**src/rtl/alu_pkg.sv**
```systemverilog
// Shared types and constants for the DSP ALU datapath.
// Holds the serial adder state type, the nibble width and a helper
// that produces the signed saturation limits for a given operand width.
package alu_pkg;

    localparam int NIBBLE_W  = 4;

    // The saturation helper returns a fixed 64-bit value.
    // Callers truncate it to their own width, so widths up to 64 bits are covered.
    localparam int SAT_MAX_W = 64;

    typedef enum logic [1:0] {
        IDLE = 2'd0,
        RUN  = 2'd1,
        DONE = 2'd2
    } state_t;

    // Signed two's-complement limit for a width-bit word:
    // negative=1 gives the most negative value, negative=0 gives the most positive value.
    function automatic logic [SAT_MAX_W-1:0] sat_value(input int width, input logic negative);
        logic [SAT_MAX_W-1:0] min_v;
        min_v = SAT_MAX_W'(1) << (width - 1);
        return negative ? min_v : (min_v - SAT_MAX_W'(1));
    endfunction

endpackage

```
**src/rtl/nibble_add_slice.sv**
```systemverilog
// One 4-bit ripple-carry adder slice.
// The serial adder time-multiplexes this slice across all operand nibbles.
module nibble_add_slice
    import alu_pkg::*;
(
    input  logic [NIBBLE_W-1:0] a,
    input  logic [NIBBLE_W-1:0] b,
    input  logic                cin,
    output logic [NIBBLE_W-1:0] s,
    output logic                cout
);

    logic [NIBBLE_W:0] carry;

    // Explicit ripple chain: each bit generates a sum and passes its carry upward.
    always_comb begin
        carry    = '0;
        s        = '0;
        carry[0] = cin;
        for (int i = 0; i < NIBBLE_W; i++) begin
            s[i]       = a[i] ^ b[i] ^ carry[i];
            carry[i+1] = (a[i] & b[i]) | (carry[i] & (a[i] ^ b[i]));
        end
        cout = carry[NIBBLE_W];
    end

endmodule

```
**src/rtl/nibble_serial_adder.sv**
```systemverilog
// Multi-cycle WIDTH-bit add/subtract unit.
// It processes one nibble per cycle through a single shared slice,
// starting with the least significant nibble.
// Operands enter and results leave over valid/ready handshakes.
// Optional build macro SERIAL_ADDER_SAT_EN:
//   When defined, a result that overflows is replaced by the signed saturation value.
module nibble_serial_adder
    import alu_pkg::*;
#(
    parameter int WIDTH = 16
) (
    input  logic             clk,
    input  logic             rst,
    input  logic             in_valid,
    output logic             in_ready,
    input  logic [WIDTH-1:0] a,
    input  logic [WIDTH-1:0] b,
    input  logic             sub,
    input  logic             cin,
    output logic             out_valid,
    input  logic             out_ready,
    output logic [WIDTH-1:0] sum,
    output logic             cout,
    output logic             ovf
);

    localparam int                NIBBLES  = WIDTH / NIBBLE_W;
    localparam int                CNT_W    = $clog2(NIBBLES);
    localparam logic [CNT_W-1:0]  LAST_CNT = CNT_W'(NIBBLES - 1);

    if ((WIDTH % NIBBLE_W) != 0 || WIDTH < 8) begin : g_bad_width
        $error("nibble_serial_adder: WIDTH must be a multiple of 4 and at least 8");
    end

    state_t             state_q, state_d;
    logic [CNT_W-1:0]   cnt_q, cnt_d;
    logic [WIDTH-1:0]   a_q, a_d;
    logic [WIDTH-1:0]   b_q, b_d;
    logic               carry_q, carry_d;
    logic [WIDTH-1:0]   sum_q, sum_d;
    logic               cout_q, cout_d;
    logic               ovf_q, ovf_d;

    logic [NIBBLE_W-1:0] slice_a;
    logic [NIBBLE_W-1:0] slice_b;
    logic [NIBBLE_W-1:0] slice_s;
    logic                slice_cout;
    logic                load;

    assign slice_a = a_q[NIBBLE_W*cnt_q +: NIBBLE_W];
    assign slice_b = b_q[NIBBLE_W*cnt_q +: NIBBLE_W];

    nibble_add_slice u_slice (
        .a    (slice_a),
        .b    (slice_b),
        .cin  (carry_q),
        .s    (slice_s),
        .cout (slice_cout)
    );

    // Next-state, datapath update and handshake outputs.
    // B is stored pre-inverted for subtraction, so RUN only ever adds.
    always_comb begin
        state_d   = state_q;
        cnt_d     = cnt_q;
        a_d       = a_q;
        b_d       = b_q;
        carry_d   = carry_q;
        sum_d     = sum_q;
        cout_d    = cout_q;
        ovf_d     = ovf_q;
        in_ready  = 1'b0;
        out_valid = 1'b0;
        load      = 1'b0;

        case (state_q)
            IDLE: begin
                in_ready = 1'b1;
                if (in_valid) begin
                    load = 1'b1;
                end
            end
            RUN: begin
                sum_d[NIBBLE_W*cnt_q +: NIBBLE_W] = slice_s;
                carry_d = slice_cout;
                cnt_d   = cnt_q + 1'b1;
                if (cnt_q == LAST_CNT) begin
                    state_d = DONE;
                    cnt_d   = '0;
                    cout_d  = slice_cout;
                    ovf_d   = (a_q[WIDTH-1] == b_q[WIDTH-1]) &&
                              (slice_s[NIBBLE_W-1] != a_q[WIDTH-1]);
`ifdef SERIAL_ADDER_SAT_EN
                    if (ovf_d) begin
                        sum_d = WIDTH'(sat_value(WIDTH, a_q[WIDTH-1]));
                    end
`endif
                end
            end
            DONE: begin
                out_valid = 1'b1;
                in_ready  = out_ready;
                if (out_ready) begin
                    if (in_valid) begin
                        load = 1'b1;
                    end else begin
                        state_d = IDLE;
                    end
                end
            end
            default: begin
                state_d = IDLE;
            end
        endcase

        if (load) begin
            a_d     = a;
            b_d     = b ^ {WIDTH{sub}};
            carry_d = sub | cin;
            cnt_d   = '0;
            state_d = RUN;
        end
    end

    // State and datapath registers.
    // Reset aborts any operation in flight and clears the result.
    always_ff @(posedge clk or posedge rst) begin
        if (rst) begin
            state_q <= IDLE;
            cnt_q   <= '0;
            a_q     <= '0;
            b_q     <= '0;
            carry_q <= 1'b0;
            sum_q   <= '0;
            cout_q  <= 1'b0;
            ovf_q   <= 1'b0;
        end else begin
            state_q <= state_d;
            cnt_q   <= cnt_d;
            a_q     <= a_d;
            b_q     <= b_d;
            carry_q <= carry_d;
            sum_q   <= sum_d;
            cout_q  <= cout_d;
            ovf_q   <= ovf_d;
        end
    end

    assign sum  = sum_q;
    assign cout = cout_q;
    assign ovf  = ovf_q;

endmodule
```
**config.mk**
```make
export PLATFORM = sky130hd
export DESIGN_NAME = nibble_serial_adder
export DESIGN_NICKNAME = d
export VERILOG_FILES = /design/src/rtl/alu_pkg.sv /design/src/rtl/nibble_add_slice.sv /design/src/rtl/nibble_serial_adder.sv
export SDC_FILE = /design/constraint.sdc
export NUM_CORES = 1
export LEC_CHECK = 0
export CAP_MARGIN = 30
export CORE_ASPECT_RATIO = 0.75
export CORE_UTILIZATION = 50
export DETAILED_ROUTE_END_ITERATION = 10
export PLACE_DENSITY = 0.91
export SETUP_SLACK_MARGIN = 0.15
export SLEW_MARGIN = 0
export SYNTH_ARGS = -nofsm -noshare
export SYNTH_HDL_FRONTEND = slang
export SYNTH_SLANG_ARGS = --single-unit
```
**constraint.sdc**
```tcl
create_clock -name clk -period 5 [get_ports clk]
set_input_delay 1 -clock clk [delete_from_list [all_inputs] [get_ports clk]]
set_output_delay 1 -clock clk [all_outputs]
set_load 0.02 [all_outputs]
```
==> flow_results.org <==
** Setup path
- Data arrival time of the worst path :: around 4 ns
- STA classifies the critical path startpoint as a register.
- Maximum fanout encountered on the critical timing path :: 16
- The worst setup path is captured at a register.
- Slowest cell delay on critical path :: around 0.81 ns
- CP max-delay cell :: dfrtp_1
- Most common cell on crit path :: fa_1
- CP delay by family, top :: adder cells
- The signal on the critical path passes through mux4_2 > fa_1 > fa_1 > fa_1 > fa_1 > and3b_1 > a21oi_1 > o21ai_0.
- Required time worst endpoint :: 5.19 ns
- The worst setup path is of the register to register kind.
- The critical path contains buffers and inverters numbering 0 combined.

** Clocking
- TritonCTS built the clock tree.
- Clock Root Buffer :: clkbuf_8
- Number of buffers inserted during clock tree synthesis :: 5
- Clk_lat worst skew :: a little over 0.3 ns
- In this run, post-CTS hold repair placed 0 buffers.
- Count of H-tree levels built during CTS :: 2
- Clock sinks :: 55
- Post-CTS setup buffer count :: 0
- Clock Pin Slew Worst Setup and Hold Paths :: 0.10 ns
- Counting along the longest clock path gives a buffer depth of 2.
- Cts repair resizes :: 0

** Yosys
- Yosys mapped a number of flops with a built-in enable equal to 0.
- Dominant synthesized flop cell :: dfrtp_1
- For this run, the register share of the synthesized area comes to 51.9%.
- Syn Inst Count :: 180
- A synthesized cell averages ~15 um2.
- Number of warnings reported in the yosys synthesis log :: 0
- Number of nets produced by synthesis :: roughly 230
- The netlist uses 28 different library cells.
- Post-Syn Area :: ~2700 um2
- For this run, asynchronously set or reset flops after synthesis account for 100%.
- Number of synthesized register bits :: 55

** Routing
- Vias per cell :: approximately 5.3
- 1st-pass router iterations :: 4
- Wire length per cell :: 15.3 um
- Total Routed Length :: 4.77 mm
- The first routing iteration left 70 violations.
- For this run, design rule violations remaining after detail routing come to 0.
- The detailed router placed 1646 vias in this run.
- In this run the remaining antenna-violating nets after routing total 0.

** STA
- Slew at the pin with the worst max-slew slack :: a little over 0.8 ns
- The final-report hold violation count was 0.
- In this run the tightest slew margin relative to its limit is between 40% and 50%.
- After routing, the total negative slack on setup checks comes to 0 ns.
- Max-slew violation count :: 0
- Setup Skew :: 0.0106 ns
- Final Critical Period :: 3.72 ns
- Worst setup margin :: 1.28 ns
- Setup repair after global routing left no endpoint under its margin.
- FMAX :: approximately 270 MHz
- Final number of setup-violating endpoints :: 0
- The worst path uses around three quarters of the clock period.

** Floorplanning
- Area of the core :: approximately 5000 um2
- For this design the top-level I/O count stands at 58.
- Die Area :: 5600 um2
- Effective utilization at floorplan :: around 53%
- In this run the core area contains 22 standard-cell rows.
- Measured along the y axis, the die boundary spans between 60 and 70 um.
- Die Span X :: 86.1 um

** Global route
- The number of antenna violations at the first check in global routing is 0.
- Wire length of the first global-routing pass :: just over 8 mm
- Remaining Overflow, GRT :: 0
- Maximum number of pins on one net before global-route repair :: 37
- The via count of the first global-routing pass came to around 1.6k.
- Global-route usage over all layers :: about a fifth

** Final layout
- The finished layout holds between 300 and 400 standard cells, fillers aside.
- Leaving out fill and tap cells, the most frequent cells in the layout are clkdlybuf4s50_1 (57), dfrtp_1 (55), mux2_2 (31).
- Leaving out fill and tap cells, the most frequent cell in the layout is clkdlybuf4s50_1.
- 0 antenna diodes ended up in the layout.
- Share of layout cells above drive strength 1 :: approximately 22%
- The net count of the finished layout is roughly 290.
- Area added between synthesis and finish :: 28.1%

** Pwr
- Pwr per Cell Area :: between 600 and 700 nW/um2
- After layout, the design draws a total of roughly 2.2 mW.
- Leakage power :: roughly 1.4 nW
- Across the VDD grid, the largest voltage drop is 0.000369 V.

** Worst hold path
- Type of the most critical hold path :: register to register

** Outcome
- Run status :: completed

** Placement
- OpenSTA, run right after detailed placement, puts the worst setup slack at around 1.2 ns.
- Including well taps, the total number of placed cells is about 300.
- Gpl congestion :: between 0.7 and 0.8
- The count of buffers added on input and output ports is 57.
- The HPWL after detailed placement is about 3.6 mm.

** Job
- # Max-Cap Violations :: 0
## kinds of logic (layout without fill, tap and decap cells)
family	Yosys count	count (layout)	share of synthesized area (%)
adders and majority gates	10	10	5.85
xor gates and xnor gates	16	16	5.29
buffers and inverters	14	73	3.11
DFF	55	55	51.9
and+or+nand+nor	18	18	4.44
AOI/OAI and AO/OA	23	23	7.46
muxes	44	44	21.9
## power breakdown
group | total [mW] | switching, mW | internal [mW]
Clock | 0.304 | 0.142 | 0.162
Sequential | 0.812 | 0.166 | 0.646
Combinational | 1.09 | 0.514 | 0.573
## path summary, 6_finish.rpt
kind	startpoint	endpoint	slack, ns	depth (start not counted)
setup / recovery	cnt_q[0]	ovf	1.28	8
hold / removal	a_q[7]	a_q[7]	0.50	1
setup reg to reg	cnt_q[0]	ovf	1.28	8
hold reg to reg	a_q[7]	a_q[7]	0.50	1
max in group asynchronous	rst	ovf	3.41	3
min in group asynchronous	rst	sum[3]	1.04	2
## registers in the layout, summed over array words and instances, names as in the netlist
name and flops:
carry_q 1, state_q 2, a_q 16, sum 16, cout 1, cnt_q 2, b_q 16, ovf 1
## metrics by stage
step                utilization, %  hold WS [ns]  area [um2]
finish                        68.2         0.495        3400
floorplan                        -         0.453        2650
global route                  68.2         0.517        3400
detailed placement            65.8         0.477        3280
global placement              65.4         0.470        3260
CTS                           68.2         0.499        3400
## cell type report
cell class | count | area [um2]
inverters | 6 | 22.5
clock buffers | 6 | 82.6
flip-flops and latches | 55 | 1380
fillers | 378 | 1590
multi-input cells | 111 | 1190
well taps | 72 | 90.1
clock inverters | 2 | 35.0
repair buffers | 59 | 598
## synthesized netlist by cell type (all sizes together), types with 2 or more instances
master  instances  area (um2)
dfrtp          55        1380
mux2           33         372
a22o           16         140
xor2           16         140
mux4            8         180
buf             7        56.3
ha              6        75.1
inv             6        22.5
nand3b          5        37.5
fa              4        80.1
a21oi           3        15.0
mux2i           3        30.0
nor2            3        11.3
nor4            3        18.8
nand2           2        7.51
## routing by layer
layer | global-route usage [%] | vias to the layer above | routed length [um]
met1 | 25.8 | 823 | 2150
met5 | 0 | - | 0
met2 | 31.3 | 49 | 2320
met4 | 8.54 | 0 | 88
li1 | - | 764 | -
met3 | 5.10 | 10 | 216
No activity file was read; power rests on OpenSTA's default activity.
==> RTL edit 1, RTL diff (same flow settings) <==
Reset style: synchronous (`rst`), changed in one clocked block.
--- a/src/rtl/nibble_serial_adder.sv
+++ b/src/rtl/nibble_serial_adder.sv
@@ -124,7 +124,7 @@
 
     // State and datapath registers.
     // Reset aborts any operation in flight and clears the result.
-    always_ff @(posedge clk or posedge rst) begin
+    always_ff @(posedge clk) begin
         if (rst) begin
             state_q <= IDLE;
             cnt_q   <= '0;
Behaviour: differs if rst is asserted again (counterexample within 4 cycles, from zero or initial values and one cycle with rst high); with rst held inactive, the same outputs for 10 cycles.
==> RTL edit 1 against the unedited design <==
- count of clock-buffer cells in the layout did not move
- critical path depth rose by 3
- wire length rose by 26%
- worst setup slack improved by 0.27 ns
- synthesized area rose by 2.7%
- synthesized cell count rose by 61%
- sequential cell count did not move
- final area rose by 0.37%
- critical endpoint is now ovf$_SDFFE_PP0P_
- highest routed layer unchanged
Power is not compared: it rests on default switching activity, and its combinational part moved more than twofold at a synthesized area within 25%.
==> RTL edit 1: results (changes against the unedited design) <==
Run status
  – Status: complete, no violations (unchanged)

Detailed routing
  – Via density: 5.70 (was 5.29)
  – Per-cell routed wire length: 14.9 um (was 15.3 um)
  – Met3 routed WL: 308 um (was 216 um)
  – Met2 Wirelength: 3.01 mm (was 2.32 mm)
  – M1 wire length: 2.63 mm (was 2.15 mm)
  – DRT Pass-1 Iters: 4 (unchanged)
  – Iteration-0 DRC Markers: 173 (was 70)

GRT
  – Global-route wire length before repair: 10.2 mm (was 8.15 mm)
  – Largest net degree at the start of global routing: 62 (was 37)
  – Gr usage total: 23.3% (was 19.7%)
  – Initial antenna violation count: 0 (unchanged)
  – Vias in the first global route: 2161 (was 1648)

Logic synthesis
  – YS warnings: 0 (unchanged)
  – Synth Instances: 290 (was 180)
  – List of most frequent post-synthesis cells: dfxtp_1, a21oi_1, nand3_1 (was dfrtp_1, mux2_2, a22o_1, xor2_1, mux4_2)
  – Synth top area cells: dfxtp_1, a21oi_1, mux4_2 (was dfrtp_1, mux2_2, mux4_2)
  – Post-synthesis sequential area ratio: 40.4% (was 51.9%)
  – Distinct cells, synth: 38 (was 28)
  – Net Count, Synth: 338 (was 228)
  – Ys async rst share: 0% (was 100%)
  – Post-synth EDFFs: 0 (unchanged)

Timing
  – Actual slew at the worst max-slew pin: 1.04 ns (was 0.825 ns)
  – Min Hold Slack: 0.465 ns (was 0.495 ns)
  – Fin crit share: 69.0% (was 74.4%)
  – Final slew viol count: 0 (unchanged)
  – Fin Clk Skew: 0.00464 ns (was 0.0106 ns)

Setup path
  – Reg-to-reg startpoint: cnt_q[0]$_SDFFE_PP0P_ (was cnt_q[0]$_DFFE_PP0P_)
  – Minimum setup slack among reg-to-reg paths: 1.55 ns (was 1.28 ns)
  – Slowest cell delay on critical path: 0.87 ns (was 0.81 ns)
  – CP Max Fanout: 18 (was 16)
  – Worst r2r path cells: 11 (was 8)
  – Worst EP arrival: 3.67 ns (was 3.91 ns)
  – Critical-path top delay cell: dfxtp_1 (was dfrtp_1)
  – FF-to-FF End: ovf$_SDFFE_PP0P_ (was ovf$_DFFE_PP0P_)
  – Critical path type: reg -> reg (unchanged)

Clock tree
  – Buffer count from post-CTS setup fixing: 0 (unchanged)
  – Root buffer cell: clkbuf_8 (unchanged)
  – Clock transition at path regs: 0.09 ns

Cells and area
  – Antenna diodes: 0 (unchanged)
  – Filler instances: 418 (was 378)
  – Share of cells above drive strength 1: 7.83% (was 22.2%)
  – Nets: 379 (was 286)
  – Post-route insts no fill: 404 (was 311)

Placed design
  – Hpwl dp: 4.42 mm (was 3.62 mm)
  – Placed Area: 0.00329 sq mm (was 0.00328 sq mm)
  – PortBufs: 57 (unchanged)
  – Gpl congestion: 0.812 (was 0.792)

Hold path
  – Min-Delay Endpoint: sum[12]$_SDFFE_PP0P_ (was a_q[7]$_DFFE_PP0P_)
  – Hold crit path type: reg -> reg (unchanged)
  – Min-delay src: sum[12]$_SDFFE_PP0P_ (was a_q[7]$_DFFE_PP0P_)
  – Min-Delay Path Depth: 2 (was 1)

Power and ir drop
  – LEAKAGE: 1.15 nW
  – Total Power: 953 uW
[RTL edit 1: cell type report]
type,count,area (sq um),share of cell area (%)
clock inverter,2,35.0,1.03
sequential,55,1100,32.3
clock buffer,6,82.6,2.42
multi-input combinational,195,1450,42.4
inverter,14,52.6,1.54
timing repair buffer,60,603,17.7
tap,72,90.1,2.64
[RTL edit 1: kinds of logic after synthesis]
kind of cell               count (synthesis)  synth area share, %
and+or+nand+nor                           72                 15.3
xor gates and xnor gates                  16                 5.14
AOI/OAI and AO/OA                         88                 19.8
adders and majority gates                 10                 5.70
muxes                                      9                 6.98
buffers and inverters                     40                 6.61
DFF                                       55                 40.4
[RTL edit 1: critical path: cells and delay by family, from the launching register on]
family | cells | cell delay, ns
AND/OR/NAND/NOR | 1 | 0.21
buffers and inverters | 4 | 0.26
adder cells (fa/ha/maj) | 4 | 1.21
flip-flops | 1 | 0.87
multiplexers | 1 | 0.59
AO/OA/AOI/OAI | 1 | 0.21
[RTL edit 1: layer usage]
layer	global-route usage [%]	up-vias
li1	-	1121
met1	28.3	1091
met2	40.9	81
met3	6.62	9
met4	5.33	0
met5	0	-
[RTL edit 1: where the power goes]
group / switching [mW] / total (mW) / internal [mW]
clock network: 0.141 / 0.303 / 0.162
logic: 0.0825 / 0.168 / 0.0855
registers: 0.0195 / 0.482 / 0.462
total: 0.243 / 0.953 / 0.710
==> RTL edit 2, RTL diff (same settings) <==
Without the edit above. Set the package constant `NIBBLE_W` to 8 (it was 4).
--- a/src/rtl/alu_pkg.sv
+++ b/src/rtl/alu_pkg.sv
@@ -3,7 +3,7 @@
 // that produces the signed saturation limits for a given operand width.
 package alu_pkg;
 
-    localparam int NIBBLE_W  = 4;
+    localparam int NIBBLE_W  = 8;
 
     // The saturation helper returns a fixed 64-bit value.
     // Callers truncate it to their own width, so widths up to 64 bits are covered.
Check against the original RTL: not equivalent (a bounded check fails within 4 cycles, from zero or initial values and one cycle with rst high).
==> RTL edit 2 against the unedited design <==
- final area shrank 3.4%
- global-route usage grew 0.41 points
- sequential cell count shrank 1
- total power grew 5.4%
- combinational power grew 17%
- worst setup slack lost 0.43 ns
- wire length shrank 0.19%
- synthesized area shrank 2.4%
- critical path type unchanged
==> RTL edit 2: results (changes against the unedited design) <==
Clock tree
  – Root buffer cell: clkbuf_8 (unchanged)
  – # resized after CTS: 0 (unchanged)
  – Buffer count from post-CTS setup fixing: 0 (unchanged)
  – Clock buffer depth: 2 (unchanged)
  – Clock transition at path regs: 0.08 ns (was 0.10 ns)
  – Clock buffer count from CTS: 5 (unchanged)
  – Worst-Skew Late Latency: 0.31 ns (about the same)
  – H-Tree Depth: 2 (unchanged)

Logic synthesis
  – Synth top area cells: dfrtp_1, mux2_2, fa_1 (was dfrtp_1, mux2_2, mux4_2)
  – Post-synthesis sequential area ratio: 52.2% (was 51.9%)
  – Synth Flop Type: dfrtp_1 (unchanged)
  – YS warnings: 0 (unchanged)
  – List of most frequent post-synthesis cells: dfrtp_1, mux2_2, xor2_1 (was dfrtp_1, mux2_2, a22o_1, xor2_1, mux4_2)
  – Net Count, Synth: 233 (was 228)
  – Ys async rst share: 100% (unchanged)
  – Distinct cells, synth: 23 (was 28)

Placed design
  – PortBufs: 57 (unchanged)
  – Gpl congestion: 0.715 (was 0.792)
  – Placed Area: 0.00320 sq mm (was 0.00328 sq mm)
  – Pre-CTS WS: 0.906 ns (was 1.23 ns)
  – Hpwl dp: 3.67 mm (was 3.62 mm)

Hold path
  – Min-delay src: sum[12]$_DFFE_PP0P_ (was a_q[7]$_DFFE_PP0P_)
  – Hold crit path type: reg -> reg (unchanged)

Power and ir drop
  – Switching power: 888 uW (was 821 uW)
  – LEAKAGE: 1.40 nW (was 1.44 nW)
  – IR drop worst, VDD: 0.254 mV (was 0.369 mV)

Run status
  – Status: complete, no violations (unchanged)

Timing
  – Fin Setup TNS: 0 ns (unchanged)
  – Actual slew at the worst max-slew pin: 0.875 ns (was 0.825 ns)
  – PnR worst setup slack: 0.846 ns (was 1.28 ns)
  – Fin Clk Skew: 0.00212 ns (was 0.0106 ns)
  – Min Hold Slack: 0.486 ns (was 0.495 ns)

GRT
  – Met2 Track Usage GR: 32.2% (was 31.3%)
  – Largest net degree at the start of global routing: 38 (was 37)
  – Routing usage on met1: 25.4% (was 25.8%)
  – Initial antenna violation count: 0 (unchanged)
  – Gr usage total: 20.1% (was 19.7%)
  – Vias in the first global route: 1661 (was 1648)
  – GR Layer Usage met3: 4.26% (was 5.10%)
  – Global-route wire length before repair: 8.09 mm (was 8.15 mm)

Setup path
  – CP Max Fanout: 6 (was 16)
  – Worst EP arrival: 4.33 ns (was 3.91 ns)
  – Critical path startpoint: cnt_q$_DFFE_PP0P_ (was cnt_q[0]$_DFFE_PP0P_)

Detailed routing
  – Routed wire length: 4.76 mm (was 4.77 mm)
  – DRT Pass-1 Iters: 4 (unchanged)
  – Via density: 5.15 (was 5.29)
  – Iteration-0 DRC Markers: 51 (was 70)

Cells and area
  – Nets: 291 (was 286)
  – Antenna diodes: 0 (unchanged)
  – Filler instances: 368 (was 378)
  – Share of cells above drive strength 1: 24.5% (was 22.2%)
[RTL edit 2: routing by layer]
metal	wire (um)	vias up	share of wire, %
met2	2260	50	48
li1	-	737	-
met5	0	-	0
met4	143	0	3.0
met1	2140	770	45
met3	211	14	4.4
[RTL edit 2: logic make-up after synthesis]
family                   synth area share (%)
AND/OR/NAND/NOR                          3.58
multiplexers                             25.2
adder cells (fa/ha/maj)                  6.19
XOR/XNOR                                 5.75
buffers and inverters                    3.82
flip-flops                               52.2
AO/OA/AOI/OAI                            3.29
[RTL edit 2: final cells by class]
| type | count | area, sq um | share of cell area (%) |
|---|---|---|---|
| tap | 60 | 75.1 | 2.29 |
| timing repair buffer | 60 | 606 | 18.5 |
| inverter | 9 | 33.8 | 1.03 |
| clock buffer | 7 | 76.3 | 2.33 |
| sequential | 54 | 1350 | 41.2 |
| multi-input combinational | 115 | 1140 | 34.7 |
[RTL edit 2: worst max-delay path: stages (launching register included)]
cell	delay [ns]
dfrtp_1	0.46
mux2_2	0.38
fa_1	0.39
inv_1	0.08
fa_1	0.17
inv_1	0.05
fa_1	0.37
inv_1	0.08
fa_1	0.18
fa_1	0.17
inv_1	0.05
fa_1	0.38
inv_1	0.09
fa_1	0.18
inv_1	0.06
fa_1	0.53
and3b_1	0.19
a21oi_1	0.12
o21ai_0	0.09
[RTL edit 2: power groups by stage]
stage	registers (mW)	logic (mW)	clock network (mW)
finish	0.815	1.28	0.226
global placement	0.813	1.22	0
detailed placement	0.825	1.29	0
CTS	0.816	1.29	0.234
global route	0.846	1.39	0.257
floorplan	0.857	0.800	0
[RTL edit 2: path summary, 6_finish.rpt]
path | depth (start not counted) | to
worst min-delay path | 2 | sum[12]$_DFFE_PP0P_
max in group asynchronous | 3 | b_q[10]$_DFFE_PP0P_
min in group asynchronous | 2 | a_q[13]$_DFFE_PP0P_
worst max register to register | 18 | ovf$_DFFE_PP0P_
worst min register to register | 2 | sum[12]$_DFFE_PP0P_
worst max-delay path | 18 | ovf$_DFFE_PP0P_
[RTL edit 2: through the flow]
step	std cells	total power, mW
after global placement	297	2.03
after floorplan	187	1.66
after detailed placement	298	2.11
after global routing	305	2.49
after CTS	305	2.34
final	305	2.32
